--- src/rtl/shift_sched_pkg.sv ---
// Shared types for the two-requester PISO scheduler.
// State codes, owner indices and the grant one-hot helper.
package shift_sched_pkg;

  typedef enum logic {
    S_IDLE  = 1'b0,
    S_SHIFT = 1'b1
  } state_t;

  localparam logic OWN_REQ0 = 1'b0;
  localparam logic OWN_REQ1 = 1'b1;

  function automatic logic [1:0] own2oh(input logic idx);
    return (idx == OWN_REQ1) ? 2'b10 : 2'b01;
  endfunction

endpackage

--- src/rtl/shift_sched_piso.sv ---
// Parallel-in/serial-out register; load beats shift.
// Shifts toward the output end selected by msb_first, filling zeros.
module piso_shreg #(
  parameter int WIDTH = 8
) (
  input  logic             clk,
  input  logic             rst,
  input  logic             load,
  input  logic             en,
  input  logic             msb_first,
  input  logic [WIDTH-1:0] data_in,
  output logic             bit_out
);

  logic [WIDTH-1:0] r_q;

  always_ff @(posedge clk) begin
    if (rst) begin
      r_q <= '0;
    end else if (load) begin
      r_q <= data_in;
    end else if (en) begin
      if (msb_first)
        r_q <= {r_q[WIDTH-2:0], 1'b0};
      else
        r_q <= {1'b0, r_q[WIDTH-1:1]};
    end
  end

  assign bit_out = msb_first ? r_q[WIDTH-1] : r_q[0];

endmodule

--- src/rtl/shift_sched.sv ---
// Round-robin scheduler feeding one shared PISO register.
// Reload on the last-bit cycle gives zero-gap back-to-back frames.
module shift_sched
  import shift_sched_pkg::*;
#(
  parameter int WIDTH = 8
) (
  input  logic             clk,
  input  logic             rst,
  input  logic [1:0]       req_valid,
  input  logic [WIDTH-1:0] req_data0,
  input  logic [WIDTH-1:0] req_data1,
  input  logic             req_msb0,
  input  logic             req_msb1,
  output logic [1:0]       req_ready,
  input  logic             ser_ready,
  output logic             ser_out,
  output logic             ser_valid,
  output logic             ser_last,
  output logic             ser_owner,
  output logic             busy
);

  localparam int CNT_W = $clog2(WIDTH);

  state_t           r_state;
  logic [CNT_W-1:0] r_cnt;
  logic             r_msb;
  logic             r_owner;
  logic             r_rr;

  logic             w_shift;
  logic             w_cnt0;
  logic             w_win;
  logic             w_hs;
  logic             w_adv;
  logic             w_gidx;
  logic [WIDTH-1:0] w_data;
  logic             w_msb_in;
  logic             w_bit;

  assign w_shift = (r_state == S_SHIFT);
  assign w_cnt0  = (r_cnt == '0);
  assign w_adv   = w_shift & ser_ready;

  // Accept window: idle, or the cycle the last bit is consumed.
  assign w_win = ~rst & (~w_shift | (w_cnt0 & ser_ready));
  assign w_hs  = w_win & (|req_valid);

  always_comb begin
    w_gidx = r_rr;
    unique case (req_valid)
      2'b01:   w_gidx = OWN_REQ0;
      2'b10:   w_gidx = OWN_REQ1;
      default: w_gidx = r_rr;
    endcase
  end

  assign req_ready = w_hs ? own2oh(w_gidx) : 2'b00;
  assign w_data    = (w_gidx == OWN_REQ1) ? req_data1 : req_data0;
  assign w_msb_in  = (w_gidx == OWN_REQ1) ? req_msb1 : req_msb0;

  always_ff @(posedge clk) begin
    if (rst) begin
      r_state <= S_IDLE;
      r_cnt   <= '0;
      r_msb   <= 1'b0;
      r_owner <= OWN_REQ0;
      r_rr    <= OWN_REQ0;
    end else if (w_hs) begin
      r_state <= S_SHIFT;
      r_cnt   <= CNT_W'(WIDTH - 1);
      r_msb   <= w_msb_in;
      r_owner <= w_gidx;
      r_rr    <= ~w_gidx;
    end else if (w_adv) begin
      if (w_cnt0)
        r_state <= S_IDLE;
      else
        r_cnt <= r_cnt - 1'b1;
    end
  end

  piso_shreg #(
    .WIDTH(WIDTH)
  ) u_piso (
    .clk      (clk),
    .rst      (rst),
    .load     (w_hs),
    .en       (w_adv),
    .msb_first(r_msb),
    .data_in  (w_data),
    .bit_out  (w_bit)
  );

  assign ser_valid = w_shift;
  assign ser_out   = w_shift & w_bit;
  assign ser_last  = w_shift & w_cnt0 & ~rst;
  assign ser_owner = r_owner;
  assign busy      = w_shift;

endmodule

--- config.mk ---
export PLATFORM = sky130hd
export DESIGN_NAME = shift_sched
export DESIGN_NICKNAME = d
export VERILOG_FILES = /design/src/rtl/shift_sched_pkg.sv /design/src/rtl/shift_sched_piso.sv /design/src/rtl/shift_sched.sv
export SDC_FILE = /design/constraint.sdc
export NUM_CORES = 1
export LEC_CHECK = 0
export ABC_AREA = 1
export CORE_ASPECT_RATIO = 1.2
export CORE_MARGIN = 4
export CORE_UTILIZATION = 35
export DETAILED_ROUTE_END_ITERATION = 12
export PLACE_DENSITY = 0.61
export SETUP_SLACK_MARGIN = 0.02
export SLEW_MARGIN = 0
export SYNTH_ARGS = -nofsm -noshare
export SYNTH_HDL_FRONTEND = slang
export SYNTH_SLANG_ARGS = --single-unit
--- constraint.sdc ---
create_clock -name clk -period 1.7 [get_ports clk]
set_input_delay 0.34 -clock clk [delete_from_list [all_inputs] [get_ports clk]]
set_output_delay 0.34 -clock clk [all_outputs]
set_load 0.05 [all_outputs]
==> summary.txt, run 1 <==
DR vias - 1,225
Clock sink count - 15
Core area - 2838 um2
WL per Instance - 11.02 um
Crit Path Category - register to output port
Max-cap viol count - 0
Power Total - 0.001297 W
Sequential-to-total area share from yosys stat - 28.74%
Clock Skew - 0.004389 ns
First-pass GRT wire length - 4940 um
H-tree Lvls - 1
# hold bufs at CTS - 0
Clock transition at the registers of the reported paths - 0.10 ns
Root Driver - clkbuf_4
Die footprint - 3927 um2
Worst min path class - input pin to register
Hold endpoint - r_cnt[0]$_SDFFE_PP0P_
Reg2Reg Setup Slack - 0 ns
Synth top area share - 28.74%
Worst-case reg-to-reg path depth - 13
Clock Latency Late Sink - 0.29 ns
Initial antenna violation count - 0
Largest cells by area after synthesis - dfxtp_1 29%, nand2_1 24%, nand3_1 11%, inv_1 5.0%, ha_1 4.8%
Remaining DRCs - 0
Max-slew headroom - 86.71%
CP endpoint kind - output port
Slowest CP cell - dfxtp_2
GRT Total Usage - 16.16%
Final Cycle Share - 101.5%
Remaining global-route overflow - 0
Nets - 248
Area delta synth->final - 63.71%
Final ANT Viol Nets - 0
Reg-to-Reg Start - r_cnt[0]$_SDFFE_PP0P_
Mapped Area - 1045 um2
Critical Path AT - 1.39 ns
HPWL Detailed - 2064 um
CP Launch Type - register
Multi-input gate area in the final layout - 714.4 um2
Register area - 306.5 um2
Hold depth - 3
Least-Margin Pin Slew - 0.1973 ns
Avg Inst Size Synth - 6.219 um2
Core Rows - 21
Fin crit period - 1.725 ns
Yosys warnings - 0
DR iter-0 viols - 24
Max stage delay on crit path - 0.34 ns
Worst Setup Slack post-DPL - -0.4002 ns
RSZ-0062 raised after global routing - yes
Hold wc startpoint - rst
Maximum VDD drop - 0.3929 mV
CP max FO - 3
Layout cell share with drive strength beyond 1 - 31.36%
Status - complete, but fails checks
PD cells - 758.3 nW/um2
Diodes inserted - 0
Gpl congestion - 0.8462
Post-layout util - 60.27%
Final Hold Viols - 0
Req. time, crit path - 1.36 ns
CP most frequent cell - nand2_4
Die height - 67.85 um
Failing checks - negative setup slack
Final wirelength - 2800 um
Area leader, netlist - dfxtp_1
CTS Buf Count - 3
TritonCTS clock tree - built
Initial core utilization - 36.82%
Vias per Instance - 4.823
Largest net degree at the start of global routing - 20
Synth Instances - 168
#FFs+latches synth - 15
Pre-antenna DRT Iters - 4
# fillers - 278
Mapped Nets - 195
Final setup violation count - 2
Max Slew Vio Count - 0
IO Port Bufs - 29
Final WS setup - -0.02515 ns
Num ports - 30
Vias in the first global route - 1,175
Leakage - 0.8260 nW
Die width - 57.88 um
Fmax - 579.7 MHz
Clock buffer depth - 2
Cells along the critical path - inv_2 > ha_4 > nand3_4 > nand2_4 > nand2_4 > a21oi_4 > buf_12
Distinct cells, synth - 19
R2r endpoint - u_piso.r_q[7]$_SDFFE_PP0P_
power breakdown:
group	leakage, nW	internal (W)	switching [W]
combinational	0.687	0.000320	0.000324
clock	0.0150	0.0000914	0.000125
sequential	0.125	0.000400	0.0000358
total	0.826	0.000812	0.000485
flip-flops by register name (all words and copies together), names as in the netlist:
signal and cells:
u_piso.r_q 8, r_cnt 3, busy 1, r_msb 1
r_rr 1, ser_owner 1
timing repair:
action	in CTS	in global routing
resized for setup	24	14
endpoints found under the setup margin	12	14
pin swaps	7	10
buffers inserted	8	5
gates cloned	1	0
cells in the mapped netlist:
cell type and instances:
a21oi_2 2, clkinv_1 1, nor2_4 1, o21ai_0 6, buf_6 4, dfxtp_1 15, buf_4 2, a21oi_1 9
nand2_2 2, nand2_1 66, nand3b_1 2, xor2_1 2, buf_2 3, inv_1 14, nand3_1 22, nor2_1 8
o211ai_1 2, ha_1 4, inv_2 3
layer usage:
layer / routed length (um) / GRT usage, % / vias to the layer above
met5: 0 / 0 / -
met4: 70 / 8.116 / 0
met3: 186 / 3.019 / 7
met2: 1404 / 28.67 / 42
met1: 1139 / 18.45 / 542
li1: - / - / 634
cell families (layout without fill, tap and decap cells):
| family | after synthesis | after routing | share of synthesized area (%) |
|---|---|---|---|
| adders and majority gates | 4 | 4 | 4.791 |
| AOI/OAI and AO/OA | 19 | 19 | 10.30 |
| DFF | 15 | 15 | 28.74 |
| buffers and inverters | 27 | 79 | 13.65 |
| and+or+nand+nor | 101 | 101 | 40.84 |
| xor gates and xnor gates | 2 | 2 | 1.677 |
stage by stage:
stage / hold slack [ns] / TNS, ns / cell area (um2) / instances
2_1_floorplan: 0.4717 / -0.06775 / 1066 / 168
4_1_cts: 0.4971 / -0.03535 / 1635 / 249
3_3_place_gp: 0.4659 / -3.603 / 1474 / 236
3_5_place_dp: 0.4747 / -4.195 / 1474 / 236
5_1_grt: 0.4868 / -1.051 / 1710 / 254
6_report: 0.4811 / -0.02754 / 1710 / 254
cells in the final DEF, fill, tap and decap left out, types with 7 or more instances in the layout:
cell and instances:
inv_2 7, dfxtp_1 12, nand3_1 20, buf_4 28
clkdlybuf4s50_1 18, a21oi_1 7, inv_1 10, nand2_1 59
critical path, delay by kind of cell, from the launching register on:
family                     cells  cell delay [ns]
AOI/OAI and AO/OA              1             0.16
adders and majority gates      1             0.14
and+or+nand+nor                3             0.22
DFF                            1             0.34
buffers and inverters          2             0.22
worst max-delay path by stage:
stage | startpoint | slack (ns) | cells after the start | end
3_3_place_gp | req_valid[1] | -0.36 | 8 | req_ready[0]
3_5_place_dp | req_valid[1] | -0.40 | 8 | req_ready[0]
6_report | r_cnt[0]$_SDFFE_PP0P_ | -0.03 | 7 | req_ready[1]
2_1_floorplan | busy$_SDFFE_PP0P_ | -0.07 | 2 | ser_out
5_1_grt | r_cnt[0]$_SDFFE_PP0P_ | -0.10 | 7 | req_ready[1]
4_1_cts | r_cnt[1]$_SDFFE_PP0P_ | -0.03 | 7 | req_ready[1]
cell type report:
| class | count | share of cell area (%) |
|---|---|---|
| Tap cell | 34 | 2.487 |
| Clock buffer | 4 | 1.536 |
| Multi-Input combinational cell | 126 | 41.77 |
| Inverter | 18 | 3.950 |
| Timing Repair Buffer | 57 | 32.33 |
| Sequential cell | 15 | 17.92 |
Note: power is estimated with default switching activity, not from simulation.
==> inputs of run 2 (changes only) <==
==> constraint.sdc (replaced) <==
create_clock -name clk -period 1.66 [get_ports clk]
set_input_delay 0.332 -clock clk [delete_from_list [all_inputs] [get_ports clk]]
set_output_delay 0.332 -clock clk [all_outputs]
set_load 0.05 [all_outputs]
==> summary.txt, run 2 (synthesis gave the netlist of run 1 again) <==
HPWL Detailed - 2114 um (+2.5%)
CP endpoint kind - output port
Vias in the first global route - 1,221 (+3.9%)
Fin crit period - 1.710 ns
CP Launch Type - register
Layout cell share with drive strength beyond 1 - 28.57% (-2.8 points)
# fillers - 260 (-6.5%)
Final Non-Filler Cells - 251 (-1.2%)
IO Port Bufs - 29 (unchanged)
Least-Margin Pin Slew - 0.2002 ns (+0.002899 ns)
Clock Latency Late Sink - 0.29 ns (about the same)
Die height - 67.85 um (unchanged)
Final wirelength - 2722 um (-2.8%)
Fmax - 584.8 MHz
Largest Register - u_piso.r_q
RSZ-0062 raised after global routing - yes
Largest regs - u_piso.r_q: 8 flops, r_cnt: 3 flops
Initial core utilization - 36.82% (unchanged)
Final ANT Viol Nets - 0 (unchanged)
Most common cell after layout, fill and taps aside - nand2_1
# hold bufs at CTS - 0 (unchanged)
Core area - 2838 um2 (unchanged)
Final Hold Viols - 0 (unchanged)
Vias per Instance - 4.761 (-1.3%)
Remaining DRCs - 0 (unchanged)
Gpl congestion - 0.8830 (+4.3%)
Die width - 57.88 um (unchanged)
Maximum VDD drop - 0.4878 mV (+24%)
Clock transition at the registers of the reported paths - 0.10 ns (about the same)
H-tree Lvls - 1 (unchanged)
Largest net degree at the start of global routing - 20 (unchanged)
Worst min path class - input pin to register
Register share of total power - 35.0% (+1.4 points)
Nets - 245 (-1.2%)
Sw Share - 37.10% (-0.31 points)
Worst Setup Slack post-DPL - -0.4299 ns (-0.02965 ns)
Status - complete, but fails checks
WL per Instance - 10.84 um (-1.6%)
Hold wc startpoint - rst
Root Driver - clkbuf_4
Comb power frac - 47.8% (-1.9 points)
Initial antenna violation count - 0 (unchanged)
TritonCTS clock tree - built
Final Cycle Share - 103.0%
Req. time, crit path - 1.33 ns (-0.03 ns)
Final WS setup - -0.05010 ns (-0.02495 ns)
PD cells - 766.1 nW/um2 (+1.0%)
Max-slew headroom - 86.51% (-0.20 points)
GRT Total Usage - 16.01% (-0.15 points)
Num ports - 30 (unchanged)
Commonest cells after routing, fill and taps aside - 62 x nand2_1, 25 x buf_4, 20 x nand3_1
Final setup violation count - 2 (unchanged)
DR vias - 1,195 (-2.4%)
Critical Path AT - 1.38 ns (about the same)
Clock buffer depth - 2 (unchanged)
CTS Buf Count - 3 (unchanged)
P_sw - 0.0004734 W (-2.4%)
Core Rows - 21 (unchanged)
Failing checks - negative setup slack
Max-cap viol count - 0 (unchanged)
Clock sink count - 15 (unchanged)
Remaining global-route overflow - 0 (unchanged)
Clock Skew - 0.005004 ns (+0.0006150 ns)
Worst Setup SP - r_cnt[1]$_SDFFE_PP0P_
First-pass GRT wire length - 4940 um (unchanged)
Leakage - 0.8011 nW (-3.0%)
Area delta synth->final - 59.40%
Die footprint - 3927 um2 (unchanged)
Max reg flops - 8 (unchanged)
CP max FO - 3 (unchanged)
Reg-to-Reg Start - r_cnt[1]$_SDFFE_PP0P_
Crit Path Category - register to output port
Placed cell count - 235 (-0.42%)
Diodes inserted - 0 (unchanged)
DR iter-0 viols - 44 (+83%)
Clock power share - 17.2% (+0.5 points)
Max Slew Vio Count - 0 (unchanged)
Multi-input gate area in the final layout - 685.7 um2 (-4.0%)
Pint - 0.0008025 W (-1.2%)
Register area - 307.8 um2 (+0.41%)
Pre-antenna DRT Iters - 4 (unchanged)
## run 2: per-stage QoR
stage	instance area [um2]	util, %	power, W	setup TNS [ns]	hold slack [ns]
final	1665	58.69	0.001276	-0.07230	0.4954
after global placement	1479	52.12	0.0009486	-4.087	0.4894
after CTS	1623	57.19	0.001261	-0.09128	0.4902
after global routing	1665	58.69	0.001375	-0.2201	0.5201
after detailed placement	1479	52.12	0.0009599	-4.774	0.4918
after floorplan	1066	-	0.0007677	-0.09975	0.4717
## run 2: timing repair
| item | CTS | global route |
|---|---|---|
| resized for setup | 23 | 4 |
| buffers inserted | 8 | 4 |
| pin swaps | 6 | 4 |
| setup endpoints to repair | 12 | 4 |
## run 2: cell type report
| cell class | instances | share of cell area, % |
|---|---|---|
| Multi-Input combinational cell | 126 | 41.17 |
| Clock buffer | 4 | 1.578 |
| Tap cell | 34 | 2.554 |
| Timing Repair Buffer | 54 | 32.16 |
| Inverter | 18 | 4.057 |
| Sequential cell | 15 | 18.48 |
## run 2: critical path, cell delays in order (launching register included)
cell and delay [ns]:
dfxtp_2 0.33, inv_2 0.07, ha_4 0.15, nand3_4 0.08, nand2_4 0.08, nand2_4 0.07, a21oi_4 0.15, buf_12 0.15
## run 2: worst paths after layout
check	end	slack (ns)	cells past startpoint
setup reg to reg	u_piso.r_q[2]$_SDFFE_PP0P_	0.17	11
setup / recovery	req_ready[1]	-0.05	7
hold / removal	busy$_SDFFE_PP0P_	0.50	2
hold reg to reg	u_piso.r_q[4]$_SDFFE_PP0P_	0.51	2
## run 2: power groups by stage
stage | sequential (W) | clock [W] | combinational [W]
floorplan | 0.000458 | 0 | 0.000310
global placement | 0.000449 | 0 | 0.000500
detailed placement | 0.000449 | 0 | 0.000511
CTS | 0.000447 | 0.000225 | 0.000590
global route | 0.000455 | 0.000245 | 0.000675
finish | 0.000447 | 0.000219 | 0.000609
## run 2: routing by layer
layer | part of all wire (%) | wire (um) | GRT usage [%] | vias to the layer above
li1 | - | - | - | 629
met1 | 42 | 1138 | 17.58 | 509
met2 | 48 | 1294 | 29.10 | 48
met3 | 7.4 | 202 | 3.019 | 9
met4 | 3.2 | 87 | 8.406 | 0
met5 | 0 | 0 | 0 | -
==> inputs of run 3 (changes only) <==
--- a/config.mk
+++ b/config.mk
@@ -6,6 +6,7 @@
 export NUM_CORES = 1
 export LEC_CHECK = 0
 export ABC_AREA = 1
+export CAP_MARGIN = 20
 export CORE_ASPECT_RATIO = 1.2
 export CORE_MARGIN = 4
 export CORE_UTILIZATION = 35
==> results of run 3 <==
The final DEF is identical to that of run 2; final timing and power are the same.
